===== src/rtl/rca_bist_repair.sv =====
// Self-repairing ripple-carry adder: WIDTH logical bits on WIDTH+1 full adders.
// A built-in self-test exercises every full adder and bypasses one faulty stage.
module rca_bist_repair #(
    parameter  int WIDTH = 4,
    localparam int IDXW  = $clog2(WIDTH + 1)
) (
    input  logic             clk,
    input  logic             rst_n,
    input  logic             in_valid,
    output logic             in_ready,
    input  logic [WIDTH-1:0] in_a,
    input  logic [WIDTH-1:0] in_b,
    input  logic             in_cin,
    output logic             out_valid,
    output logic [WIDTH-1:0] out_sum,
    output logic             out_cout,
    input  logic             bist_start,
    output logic             busy,
    output logic             bist_done,
    output logic [WIDTH:0]   fault_map,
    output logic             repaired,
    output logic [IDXW-1:0]  repair_idx,
    output logic             bist_fail,
    input  logic [WIDTH:0]   fault_inj_mask,
    input  logic [1:0]       fault_inj_mode
);

    localparam int N  = WIDTH + 1;
    localparam int CW = IDXW + 1;

    typedef enum logic [1:0] {
        S_IDLE,
        S_TEST,
        S_EVAL,
        S_DONE
    } state_t;

    state_t           state_q, state_d;
    logic [2:0]       pat_q;
    logic [N-1:0]     fault_map_q;
    logic             byp_en_q;
    logic [IDXW-1:0]  byp_idx_q;
    logic             bist_fail_q;
    logic             out_valid_q;
    logic [WIDTH-1:0] out_sum_q;
    logic             out_cout_q;

    logic             test;
    logic [N-1:0]     lo_mask;
    logic [N-1:0]     ext_a, ext_b;
    logic [N-1:0]     pa, pb;
    logic [N-1:0]     fsum, fcar;
    logic [N-1:0]     fail_vec;
    logic             exp_s, exp_c;
    logic [WIDTH-1:0] lsum;
    logic             lcout;
    logic [CW-1:0]    nflt;
    logic [IDXW-1:0]  fidx;

    // One physical full adder with the stuck-at fault applied to its outputs
    function automatic logic [1:0] fa_cell(
        input logic       a,
        input logic       b,
        input logic       c,
        input logic       inj,
        input logic [1:0] mode
    );
        logic s, cy;
        s  = a ^ b ^ c;
        cy = (a & b) | (a & c) | (b & c);
        if (inj) begin
            unique case (mode)
                2'b00:   s  = 1'b0;
                2'b01:   s  = 1'b1;
                2'b10:   cy = 1'b0;
                default: cy = 1'b1;
            endcase
        end
        return {cy, s};
    endfunction

    assign test = (state_q == S_TEST);

    // Bits below the bypassed stage stay put, bits at or above it move up by one
    always_comb begin
        lo_mask = '1;
        if (byp_en_q) lo_mask = (N'(1) << byp_idx_q) - N'(1);
    end

    assign ext_a = {1'b0, in_a};
    assign ext_b = {1'b0, in_b};
    assign pa    = (ext_a & lo_mask) | ((ext_a & ~lo_mask) << 1);
    assign pb    = (ext_b & lo_mask) | ((ext_b & ~lo_mask) << 1);

    always_comb begin
        logic       c;
        logic [1:0] r;
        c    = in_cin;
        fsum = '0;
        fcar = '0;
        for (int i = 0; i < N; i++) begin
            if (test)
                r = fa_cell(pat_q[2], pat_q[1], pat_q[0],
                            fault_inj_mask[i], fault_inj_mode);
            else
                r = fa_cell(pa[i], pb[i], c,
                            fault_inj_mask[i], fault_inj_mode);
            fsum[i] = r[0];
            fcar[i] = r[1];
            // A bypassed stage passes its incoming carry straight through
            if (!(byp_en_q && byp_idx_q == IDXW'(i))) c = r[1];
        end
    end

    assign lsum  = (fsum[WIDTH-1:0] & lo_mask[WIDTH-1:0])
                 | (fsum[WIDTH:1] & ~lo_mask[WIDTH-1:0]);
    assign lcout = byp_en_q ? fcar[WIDTH] : fcar[WIDTH-1];

    assign exp_s    = ^pat_q;
    assign exp_c    = (pat_q[2] & pat_q[1]) | (pat_q[2] & pat_q[0])
                    | (pat_q[1] & pat_q[0]);
    assign fail_vec = (fsum ^ {N{exp_s}}) | (fcar ^ {N{exp_c}});

    always_comb begin
        nflt = '0;
        fidx = '0;
        for (int i = 0; i < N; i++) begin
            if (fault_map_q[i]) begin
                nflt = nflt + CW'(1);
                fidx = IDXW'(i);
            end
        end
    end

    always_ff @(posedge clk) begin
        if (!rst_n) state_q <= S_IDLE;
        else        state_q <= state_d;
    end

    always_comb begin
        state_d = state_q;
        unique case (state_q)
            S_IDLE:  if (bist_start) state_d = S_TEST;
            S_TEST:  if (pat_q == 3'd7) state_d = S_EVAL;
            S_EVAL:  state_d = S_DONE;
            S_DONE:  state_d = S_IDLE;
            default: state_d = S_IDLE;
        endcase
    end

    always_comb begin
        in_ready  = (state_q == S_IDLE);
        busy      = (state_q != S_IDLE);
        bist_done = (state_q == S_DONE);
    end

    always_ff @(posedge clk) begin
        if (!rst_n) begin
            pat_q       <= '0;
            fault_map_q <= '0;
            byp_en_q    <= 1'b0;
            byp_idx_q   <= '0;
            bist_fail_q <= 1'b0;
            out_valid_q <= 1'b0;
            out_sum_q   <= '0;
            out_cout_q  <= 1'b0;
        end else begin
            out_valid_q <= in_valid && in_ready;
            if (in_valid && in_ready) begin
                out_sum_q  <= lsum;
                out_cout_q <= lcout;
            end
            if (in_ready && bist_start) begin
                fault_map_q <= '0;
                pat_q       <= '0;
            end
            if (test) begin
                fault_map_q <= fault_map_q | fail_vec;
                pat_q       <= pat_q + 3'd1;
            end
            if (state_q == S_EVAL) begin
                byp_en_q    <= 1'b0;
                byp_idx_q   <= '0;
                bist_fail_q <= 1'b0;
                if (nflt == CW'(1) && fidx < IDXW'(WIDTH)) begin
                    byp_en_q  <= 1'b1;
                    byp_idx_q <= fidx;
                end else if (nflt >= CW'(2)) begin
                    bist_fail_q <= 1'b1;
                end
            end
        end
    end

    assign out_valid  = out_valid_q;
    assign out_sum    = out_sum_q;
    assign out_cout   = out_cout_q;
    assign fault_map  = fault_map_q;
    assign repaired   = byp_en_q;
    assign repair_idx = byp_idx_q;
    assign bist_fail  = bist_fail_q;

endmodule


===== config.mk =====
export PLATFORM = sky130hd
export DESIGN_NAME = rca_bist_repair
export DESIGN_NICKNAME = d
export VERILOG_FILES = /design/src/rtl/rca_bist_repair.sv
export SDC_FILE = /design/constraint.sdc
export NUM_CORES = 1
export LEC_CHECK = 0
export ABC_CLOCK_PERIOD_IN_PS = 14200
export CORE_ASPECT_RATIO = 1.25
export CORE_UTILIZATION = 34
export DETAILED_ROUTE_END_ITERATION = 8
export GPL_ROUTABILITY_DRIVEN = 0
export PLACE_DENSITY = 0.63
export SKIP_CTS_REPAIR_TIMING = 1
export SYNTH_ARGS = -nofsm -noshare
export SYNTH_HDL_FRONTEND = slang
export SYNTH_SLANG_ARGS = --single-unit

===== constraint.sdc =====
create_clock -name clk -period 14.2 [get_ports clk]
set_input_delay 2.84 -clock clk [delete_from_list [all_inputs] [get_ports clk]]
set_output_delay 2.84 -clock clk [all_outputs]
set_load 0.01 [all_outputs]

Word level (Yosys, flattened, before mapping)
Index checks and enable logic that the tools add are counted.
{ "totals": {"romBits": 0, "in_bits": 20, "latchBits": 0, "n_memories": 0, "mem_bits_rw": 0, "elab_cells": 165, "out_inout_bits": 19, "regBits": 21} }
{ "classes": {"addsub": 6, "n_mux": 63, "n_div": 0, "multipliers": 0, "reduce_logical": 15, "n_eq_ne": 12, "shifts": 1, "bitwise": 57, "magnitude_cmp": 2} }
{ "ops": {"columns": ["op", "count"], "rows": [
  ["$mux 1", 30],
  ["$pmux 1 s2", 12],
  ["$or 5x5->5", 4],
  ["$and 1x1->1", 18],
  ["$mux 3", 6],
  ["$add 4x1->4 const B", 4],
  ["$and 4x4->4", 4],
  ["$mux 4", 4],
  ["$mux 5", 3],
  ["$mux 2", 7],
  ["$or 1x1->1", 12],
  ["$xor 1x1->1", 12],
  ["$and 4x5->5", 2],
  ["$xor 5x5->5", 2],
  ["$not 4->4", 2],
  ["$pmux 2 s4", 1],
  ["$logic_and 1x1->1", 7],
  ["$eq 2x2->1 const B", 3],
  ["$eq 3x2->1 const B", 2],
  ["$shl 1x3->5 const A", 1],
  ["$sub 5x2->5 const B", 1],
  ["$eq 2x1->1 const B", 2],
  ["$eq 4x1->1 const B", 1],
  ["$ge 4x2->1 const B", 1],
  ["other kinds (12)", 15]
]} }

Depth between registers and ports, before layout
Gate-level depths: netlist of run 1.
{ "logic_depth": {"word_depth": 44, "mapped_depth": 28, "ltp_nobuf": 27} }

Worst setup path after synthesis of run 1
Ideal clock, no wire load.
{ "synth_path": {"kind": "input-to-reg", "startpoint": "in fault_inj_mode[1]", "endpoint": "reg out_sum_q[3] (netlist: out_sum[3])", "arrival_time_ns": 6.846, "setup_ns": 0.074, "stages": 25, "required_time_ns": 14.126, "path_slack_ns": 7.280, "n_path_buf": 2, "cell_sequence": "clkbuf_1 -> clkbuf_1 -> nand2_1 -> nand3_1 -> o21ai_0 -> o21ai_0 -> fa_1 -> nand2b_1 -> nand3_1 -> o21ai_0 -> mux2_2 -> fa_1 -> o211ai_1 -> o21ai_0 -> mux2i_1 -> fa_1 -> nand2b_1 -> nand3_1 -> nand2_1 -> mux2_2 -> fa_1 -> nor2b_1 -> o22ai_1 -> o311ai_0 -> a31oi_1"} }
{ "synth_between": {"elab_chain_cells": 33, "word_cells_on_any_way": 50, "cone_classes": "eq/ne: 2; mux: 29; bitwise: 17; reduce/logical: 2"} }
{ "synth_lines": {"columns": ["element", "line_no", "source"], "rows": [
  ["from (decl)", "25", "input logic [1:0] fault_inj_mode"],
  ["$eq 2x1->1 / $logic_not 2->1 (equally long branches)", "72", "unique case (mode)"],
  ["$reduce_or 2->1 (no source line)", null, null],
  ["$pmux 1 s2", "72", null],
  ["$mux 1", "71", "if (inj) begin"],
  ["$mux 2", "102", "if (test)"],
  ["$mux 1", "111", "if (!(byp_en_q && byp_idx_q == IDXW'(i))) c = r[1];"],
  ["$and 1x1->1", "70", "cy = (a & b) | (a & c) | (b & c);"],
  ["$or 1x1->1 (2 in series)", "70", null],
  ["[16 not listed]", null, null],
  ["$mux 2", "102", null],
  ["$mux 1", "111", null],
  ["$xor 1x1->1", "69", "s = a ^ b ^ c;"],
  ["$pmux 1 s2", "72", null],
  ["$mux 1", "71", null],
  ["$mux 2", "102", null],
  ["$and 4x4->4", "116", "| (fsum[WIDTH:1] & ~lo_mask[WIDTH-1:0]);"],
  ["$or 4x4->4 *", "116", null],
  ["to (signal assigned)", "170", "out_sum_q <= lsum;"],
  ["to (decl)", "45", "logic [WIDTH-1:0] out_sum_q;"]
]} }
Mark *: on every way between the ends. The rest lies on a longest branch, timed or not.
A chain may end at the register's enable or synchronous reset.

Final worst setup path of run 1
Ends and elaborated chain as after synthesis.

==> impl_metrics.csv, run 1 <==
group,metric,value,unit
yosys,synth.avg_cell_area,7.99,sq um
global_route,grt_usage,16.1,%
finish,seqCellArea,420,sq um
critical_path,cpPeakStageDelay,0.82,ns
finish,multiInputGateArea,1170,sq um
finish,fillers,494,
routing,via_per_inst,5.26,
routing,wire_per_inst,13.2,microns
finish,fin_util,45.1,%
yosys,synthArstFlopShare,0,%
timing,period_minus_slack,7.37,ns
run,maxCapViolations,0,
placed_design,portBuffers,38,
floorplan,rows,28,
clock_network,clk_latency,0.25,ns
timing,min_period_over_period,51.9,%
yosys,syn-num-nets,245,
critical_path,crit_family,"adder cells",
yosys,syn-cell-area,1670,sq um
timing,finalClockSkew,0.00349,ns
critical_path,worst_path_max_delay_cell,"clkdlybuf4s50_1",
power_and_ir_drop,total_leakage_power,0.809,nW
yosys,synth_seq_cells,21,
timing,finalHoldViolCount,0,
status,status,"finished, final reports clean",
critical_path,path_cells,"clkdlybuf4s50_1 -> nand2_1 -> nand3_1 -> o21ai_0 -> o21ai_0 -> fa_1 -> nand2b_1 -> nand3_1 -> o21ai_0 -> mux2_2 -> fa_1 -> o211ai_1 -> o21ai_0 -> mux2i_1 -> fa_1 -> nand2b_1 -> nand3_1 -> nand2_1 -> mux2_2 -> fa_1 -> nor2b_1 -> o22ai_1 -> o311ai_0 -> a31oi_1",
clock_network,clkSinkCount,21,
floorplan,die_w,64.7,microns
yosys,synth_area_leader_cell,"dfxtp_1",
global_route,first_global_vias,1457,
yosys,synth_area_leaders,"dfxtp_1 25%, ha_1 7.5%, nand2_1 7.4%",
yosys,yosys_warnings,0,
floorplan,dieHeight,80.4,microns
floorplan,initial_core_util,35.3,%
routing,antenna_left,0,
critical_path,critPathKind,"input pin to flip-flop",
timing,fmax,136,MHz
timing,worst_pin_slew,0.588,ns
power_and_ir_drop,p_per_area,135,nW/um^2
global_route,grt_max_degree,27,
yosys,synthTopCellsByCount,"33 x nand2_1, 21 x dfxtp_1, 16 x o21ai_0, 14 x nand2b_1",
finish,area.growth.synth_to_final,27.7,%
yosys,seq_area_frac_synth,25.2,%
routing,dr_total_vias,1589,
yosys,yosysMostFrequentCell,"nand2_1",
critical_path,cp-end-kind,"flip-flop",
critical_path,cp_data_required_time,14.39,ns
yosys,synth_cells,209,
finish,antenna_cells,0,
global_route,grt_pass1_wl,6570,microns
worst_hold_path,holdPathStages,2,
critical_path,crit_cells,24,
routing,drtPass1Iterations,6,
timing,finalSetupTns,0,ns
floorplan,ios,39,
clock_network,cts_tree,"built",
placed_design,dp_hpwl,3100,microns
clock_network,cts_root_buffer,"clkbuf_8",
finish,drive_gt1_share,4.96,%
routing,wirelength,4000,microns
critical_path,worstSetupStartpointType,"input pin",
critical_path,path_buf_inv,1,
critical_path,r2r_cells,27,
critical_path,crit_fanout,17,
routing,drc,0,
timing,rsz0062_at_grt,"no",
power_and_ir_drop,vdd_drop_max,0.0000451,V
finish,nNetsFinal,279,
timing,setup_violations,0,
critical_path,worstPathArrival,7.56,ns
clock_network,clk_pin_slew,0.08,ns
floorplan,core-area,4730,sq um
clock_network,clock_path_buffers,2,
clock_network,h-tree-depth,1,
worst_hold_path,min_path_type,"flip-flop to flip-flop",
yosys,yosysUniqueCellTypes,36,
yosys,ys.flop_type,"dfxtp_1",
yosys,netlist.area_leader.share,25.2,%
global_route,antenna_found_initial,0,
timing,slew_headroom,60.5,%
clock_network,cts_made_buffers,3,
yosys,synth-edff-count,0,
floorplan,die-area,5200,sq um
routing,drt-initial-drc-count,62,
timing,slew_viol_final,0,
global_route,overflow,0,
==> final timing paths <==
| path | from | end | slack [ns] |
|---|---|---|---|
| hold reg to reg | out_cout | out_cout | 0.49 |
| setup / recovery | fault_inj_mode[1] | out_sum[3] | 6.83 |
| hold / removal | out_cout | out_cout | 0.49 |
| setup reg to reg | repaired | out_sum[3] | 8.75 |
==> kinds of logic after synthesis <==
logic type / count (synthesis) / synth area share [%]
AND/OR/NAND/NOR: 89 / 27.0
XOR/XNOR: 4 / 2.55
multiplexers: 11 / 7.19
buffers and inverters: 18 / 4.49
adder cells (fa/ha/maj): 16 / 14.7
flip-flops: 21 / 25.2
AO/OA/AOI/OAI: 50 / 18.9
==> report_power, final <==
part           switching [mW]  internal [mW]  leakage, nW
Sequential             0.0119         0.0721        0.171
Combinational          0.0854         0.0805        0.614
Clock                  0.0185         0.0199       0.0228
==> worst reg2reg max path: cells and delay by family, from the launching register on <==
family	cells	cell delay [ns]
AO/OA/AOI/OAI	8	0.99
adder cells (fa/ha/maj)	5	1.81
flip-flops	1	0.46
multiplexers	3	0.49
AND/OR/NAND/NOR	11	1.67
==> placed cells by master (no fill, tap or decap), drive strengths merged <==
cell	synthesis	final
a21boi	1	1
a21oi	9	9
a22o	2	2
a22oi	2	2
a31oi	8	8
and2	5	5
and3	1	1
buf	1	1
clkbuf	9	4
clkdlybuf4s50	0	38
dfxtp	21	21
fa	6	6
ha	10	10
inv	8	8
mux2	5	5
mux2i	6	6
nand2	33	33
nand2b	14	14
nand3	7	7
nand3b	3	3
nor2	9	9
nor2b	10	10
nor3	1	1
nor3b	5	5
o2111ai	3	3
o211ai	1	1
o21ai	16	16
o221a	1	1
o22ai	1	1
o311ai	1	1
o31ai	3	3
o41ai	2	2
or2	1	1
xnor2	2	2
xor2	2	2
==> per-stage QoR <==
| stage | cells | power [mW] | worst slack, ns | area, sq um | hold slack (ns) |
|---|---|---|---|---|---|
| after floorplan | 209 | 0.196 | 7.28 | 1670 | 0.499 |
| after global placement | 298 | 0.251 | 6.71 | 2090 | 0.475 |
| after detailed placement | 298 | 0.252 | 6.59 | 2090 | 0.487 |
| after CTS | 302 | 0.291 | 6.85 | 2130 | 0.496 |
| after global routing | 302 | 0.313 | 6.42 | 2130 | 0.506 |
| final | 302 | 0.288 | 6.83 | 2130 | 0.488 |
==> metal layers <==
| layer | part of all wire [%] | global-route usage [%] | routed length [microns] |
|---|---|---|---|
| met1 | 47 | 20.6 | 1880 |
| met3 | 3.1 | 1.85 | 124 |
| met5 | 0 | 0 | 0 |
| met2 | 49 | 27.7 | 1960 |
| met4 | 1.0 | 5.33 | 40 |
==> flip-flops by register name (all words and copies together), names as in the netlist <==
signal      cells
fault_map       5
out_cout        1
repair_idx      3
bist_fail       1
pat_q           3
state_q         2
out_valid       1
repaired        1
out_sum         4
==> final cells by class <==
type | count | area share (%)
clock buffers | 4 | 2.11
repair buffers | 39 | 18.2
inverters | 8 | 1.41
flip-flops and latches | 21 | 19.7
multi-input cells | 170 | 55.1
well taps | 60 | 3.52
(Power assumes the default switching activity.)
==> inputs of run 2 (changes only) <==
- ABC_CLOCK_PERIOD_IN_PS: 14200 -> 7600
- clock period: 14.2 -> 7.6 ns (I/O delays scaled with it)
==> impl_metrics.csv, run 2 (synthesis gave the netlist of run 1 again) <==
group,metric,value,unit
critical_path,worst_path_max_delay_cell,"clkdlybuf4s50_1",
floorplan,die-area,5200,sq um
global_route,first_global_vias,1444,
clock_network,clock_path_buffers,2,
timing,worst_pin_slew,0.582,ns
timing,finalClockSkew,0.00176,ns
power_and_ir_drop,p_per_area,253,nW/um^2
clock_network,clk_latency,0.26,ns
finish,largest_reg_flops,5,
placed_design,placed_area,2090,sq um
routing,via_per_inst,5.08,
clock_network,clk_pin_slew,0.07,ns
timing,rsz0062_at_grt,"no",
status,status,"finished, final reports clean",
critical_path,cp-end-kind,"flip-flop",
floorplan,die_w,64.7,microns
finish,fin_util,45.1,%
timing,fmax,166,MHz
global_route,overflow,0,
finish,finish.instance_area,2130,sq um
finish,layout_commonest_cell,"clkdlybuf4s50_1",
worst_hold_path,hp-start,"out_cout",
critical_path,worstSetupStartpointType,"input pin",
timing,finalHoldViolCount,0,
timing,period_minus_slack,6.03,ns
clock_network,h-tree-depth,1,
placed_design,portBuffers,38,
clock_network,clkSinkCount,21,
floorplan,initial_core_util,35.3,%
critical_path,critPathKind,"input pin to flip-flop",
timing,setup_violations,0,
floorplan,dieHeight,80.4,microns
power_and_ir_drop,vdd_drop_max,0.0000788,V
global_route,grt_max_degree,27,
critical_path,crit_fanout,17,
finish,area.growth.synth_to_final,27.7,%
finish,drive_gt1_share,4.96,%
placed_design,dp_hpwl,3080,microns
finish,stdcell_count,302,
global_route,grt_pass1_wl,6580,microns
global_route,grt_usage,16.3,%
critical_path,cp_data_required_time,7.79,ns
timing,min_period_over_period,79.4,%
placed_design,dpl.cell_count,298,
critical_path,cpPeakStageDelay,0.81,ns
clock_network,cts_root_buffer,"clkbuf_8",
routing,drtPass1Iterations,4,
critical_path,r2r-start,"repaired",
floorplan,ios,39,
finish,antenna_cells,0,
floorplan,rows,28,
routing,wirelength,3960,microns
critical_path,worstPathArrival,6.22,ns
clock_network,cts_made_buffers,3,
floorplan,core-area,4730,sq um
timing,slew_headroom,60.9,%
routing,antenna_left,0,
routing,drc,0,
finish,final_cell_mix,"38 x clkdlybuf4s50_1, 33 x nand2_1, 21 x dfxtp_1",
routing,dr_total_vias,1535,
routing,drt-initial-drc-count,55,
run,maxCapViolations,0,
finish,fillers,498,
critical_path,path_cells,"clkdlybuf4s50_1 -> nand2_1 -> nand3_1 -> o21ai_0 -> o21ai_0 -> fa_1 -> nand2b_1 -> nand3_1 -> o21ai_0 -> mux2_2 -> fa_1 -> o211ai_1 -> o21ai_0 -> mux2i_1 -> fa_1 -> nand2b_1 -> nand3_1 -> nand2_1 -> mux2_2 -> fa_1 -> nor2b_1 -> o22ai_1 -> o311ai_0 -> a31oi_1",
power_and_ir_drop,total_leakage_power,0.809,nW
clock_network,cts_tree,"built",
global_route,antenna_found_initial,0,
critical_path,critPathLaunch,"fault_inj_mode[1]",
worst_hold_path,min_path_type,"flip-flop to flip-flop",
routing,wire_per_inst,13.1,microns
timing,slew_viol_final,0,
timing,finalSetupTns,0,ns
finish,nNetsFinal,279,
[run 2: cell counts in the layout (fill, tap and decap cells not counted)]
Identical to the previous run, type by type.
[run 2: path summary, 6_finish.rpt]
| check | end | slack, ns | cells past startpoint |
|---|---|---|---|
| worst max-delay path | out_sum[3] | 1.57 | 24 |
| worst min-delay path | out_cout | 0.49 | 2 |
| worst max register to register | out_sum[3] | 2.19 | 27 |
| worst min register to register | out_cout | 0.49 | 2 |
[run 2: layout make-up]
type | count | area [sq um] | area share, %
clock buffers | 4 | 45.0 | 2.11
inverters | 8 | 30.0 | 1.41
multi-input cells | 170 | 1170 | 55.1
flip-flops and latches | 21 | 420 | 19.7
well taps | 60 | 75.1 | 3.52
repair buffers | 39 | 388 | 18.2
[run 2: where the power goes]
group | total (mW) | leakage, nW | switching [mW] | internal [mW]
registers | 0.156 | 0.171 | 0.0218 | 0.135
logic | 0.311 | 0.614 | 0.160 | 0.150
clock network | 0.0723 | 0.0228 | 0.0349 | 0.0373
total | 0.539 | 0.808 | 0.217 | 0.322
[run 2: per-stage QoR]
stage | power (mW) | setup slack (ns) | hold slack (ns)
finish | 0.539 | 1.57 | 0.490
CTS | 0.545 | 1.58 | 0.496
floorplan | 0.366 | 2.00 | 0.499
global placement | 0.469 | 1.43 | 0.474
detailed placement | 0.473 | 1.32 | 0.487
global route | 0.585 | 1.18 | 0.506
[run 2: critical path: cells and delay by family]
kind | cells | cell delay, ns
compound gates | 8 | 1.17
fa+ha+maj | 4 | 1.25
buf+inv | 1 | 0.81
mux | 3 | 0.76
simple gates | 8 | 0.68
[run 2: per-layer routing]
layer	global-route usage (%)	wire, microns	vias to the layer above
li1	-	-	793
met1	20.3	1840	695
met2	27.9	1890	42
met3	1.42	147	5
met4	8.00	81	0
met5	0	0	-
==> inputs of run 3 (changes only) <==
- ABC_CLOCK_PERIOD_IN_PS: 7600 -> 5100
- PLACE_DENSITY: 0.63 -> 0.65
- clock period: 7.6 -> 5.1 ns (I/O delays scaled with it)
==> impl_metrics.csv, run 3 (synthesis gave the netlist of run 1 again) <==
group,metric,value,unit
critical_path,cp_data_required_time,5.29,ns
clock_network,cts_root_buffer,"clkbuf_8",
timing,min_period_over_period,95.5,%
worst_hold_path,min_path_type,"flip-flop to flip-flop",
floorplan,rows,28,
power_and_ir_drop,combPwrFrac,59.8,%
finish,largest_reg_flops,5,
clock_network,cts_made_buffers,3,
placed_design,pre_cts_ws,-0.631,ns
critical_path,worstSetupStartpointType,"input pin",
finish,fin_util,48.7,%
timing,finalSetupTns,0,ns
placed_design,dp_hpwl,3310,microns
critical_path,cp-end-kind,"flip-flop",
global_route,first_global_vias,1515,
status,status,"finished, final reports clean",
power_and_ir_drop,p_per_area,372,nW/um^2
timing,fin_ws,0.230,ns
critical_path,critPathKind,"input pin to flip-flop",
global_route,overflow,0,
timing,worst_pin_slew,0.565,ns
finish,area.growth.synth_to_final,38.0,%
finish,stdcell_count,316,
power_and_ir_drop,power,857,uW
global_route,antenna_found_initial,0,
power_and_ir_drop,power.internal,513,uW
floorplan,core-area,4730,sq um
routing,antenna_left,0,
floorplan,ios,39,
clock_network,clock_path_buffers,2,
finish,final_cell_mix,"33 x clkdlybuf4s50_1, 32 x nand2_1, 21 x dfxtp_1",
placed_design,placed_area,2190,sq um
power_and_ir_drop,switching_share,40.1,%
timing,slew_headroom,62.1,%
floorplan,dieHeight,80.4,microns
routing,via_per_inst,5.14,
timing,setup_violations,0,
timing,fmax,205,MHz
routing,drc,0,
critical_path,worstPathArrival,5.06,ns
floorplan,initial_core_util,35.3,%
placed_design,portBuffers,38,
timing,finalClockSkew,0.000882,ns
finish,drive_gt1_share,15.2,%
power_and_ir_drop,p_switching,344,uW
clock_network,clk_pin_slew,0.08,ns
global_route,grt_max_degree,17,
placed_design,dpl.cell_count,311,
floorplan,die_w,64.7,microns
routing,dr_total_vias,1623,
run,maxCapViolations,0,
routing,wire_per_inst,13.7,microns
finish,layout_commonest_cell,"clkdlybuf4s50_1",
timing,slew_viol_final,0,
critical_path,crit_fanout,2,
power_and_ir_drop,share_seq_of_total_power,27.4,%
routing,drtPass1Iterations,4,
finish,finish.instance_area,2300,sq um
clock_network,clk_latency,0.26,ns
routing,drt-initial-drc-count,60,
power_and_ir_drop,total_leakage_power,0.954,nW
power_and_ir_drop,vdd_drop_max,0.000123,V
timing,rsz0062_at_grt,"no",
timing,period_minus_slack,4.87,ns
finish,nNetsFinal,293,
finish,antenna_cells,0,
clock_network,clkSinkCount,21,
clock_network,h-tree-depth,1,
floorplan,die-area,5200,sq um
timing,hold_slack,0.508,ns
power_and_ir_drop,clockPowerShare,12.8,%
global_route,grt_usage,17.0,%
routing,wirelength,4320,microns
global_route,grt_pass1_wl,6900,microns
timing,finalHoldViolCount,0,
clock_network,cts_tree,"built",
==> run 3: cell types whose count changed in the layout (fill, tap and decap cells not counted), moves of 3 or more <==
cell             delta
buf_4              +14
clkdlybuf4s50_1     -5
dlymetal6s2s_1      +5
fa_1                -4
fa_2                +4
o21ai_0             -4
o21ai_2             +3
==> run 3: worst max-delay path, cell delays in order <==
cell and delay, ns:
dlymetal6s2s_1 0.10, nor2b_4 0.16, fa_2 0.19, nand2b_1 0.05
nand3_1 0.09, o21ai_2 0.08, o21ai_2 0.15, fa_2 0.19
nand2b_1 0.05, nand3_1 0.09, o21ai_2 0.07, mux2_4 0.27
fa_2 0.37, o211ai_1 0.18, o21ai_1 0.11, mux2i_1 0.23
fa_2 0.24, nand2b_1 0.07, nand3_2 0.09, nand2_1 0.05
mux2_2 0.27, fa_1 0.42, nor2b_1 0.14, o22ai_1 0.10
o311ai_1 0.12, a31oi_1 0.17
==> run 3: worst paths after layout <==
| check | depth (start not counted) | to | start | slack, ns |
|---|---|---|---|---|
| setup reg to reg | 27 | out_sum[3] | repair_idx[2] | 0.34 |
| hold / removal | 1 | repair_idx[2] | repair_idx[2] | 0.51 |
| hold reg to reg | 1 | repair_idx[2] | repair_idx[2] | 0.51 |
| setup / recovery | 26 | out_sum[3] | in_a[0] | 0.23 |
==> run 3: cell type report <==
cell class	count	area [sq um]
fillers	494	2420
clock buffers	3	41.3
clock inverters	1	5.00
repair buffers	53	505
flip-flops and latches	21	420
well taps	60	75.1
inverters	8	30.0
multi-input cells	170	1230
==> run 3: metal layers <==
layer / up-vias / track usage, % / wire (microns)
met3: 6 / 1.14 / 118
met5: - / 0 / 0
met1: 754 / 21.1 / 2040
met2: 41 / 30.0 / 2090
li1: 822 / - / -
met4: 0 / 7.11 / 79
==> run 3: power groups by stage <==
stage / sequential (mW) / clock, mW / combinational, mW
after global placement: 0.238 / 0 / 0.490
final: 0.234 / 0.110 / 0.513
after detailed placement: 0.238 / 0 / 0.496
after floorplan: 0.239 / 0 / 0.306
after global routing: 0.239 / 0.120 / 0.571
after CTS: 0.235 / 0.114 / 0.498
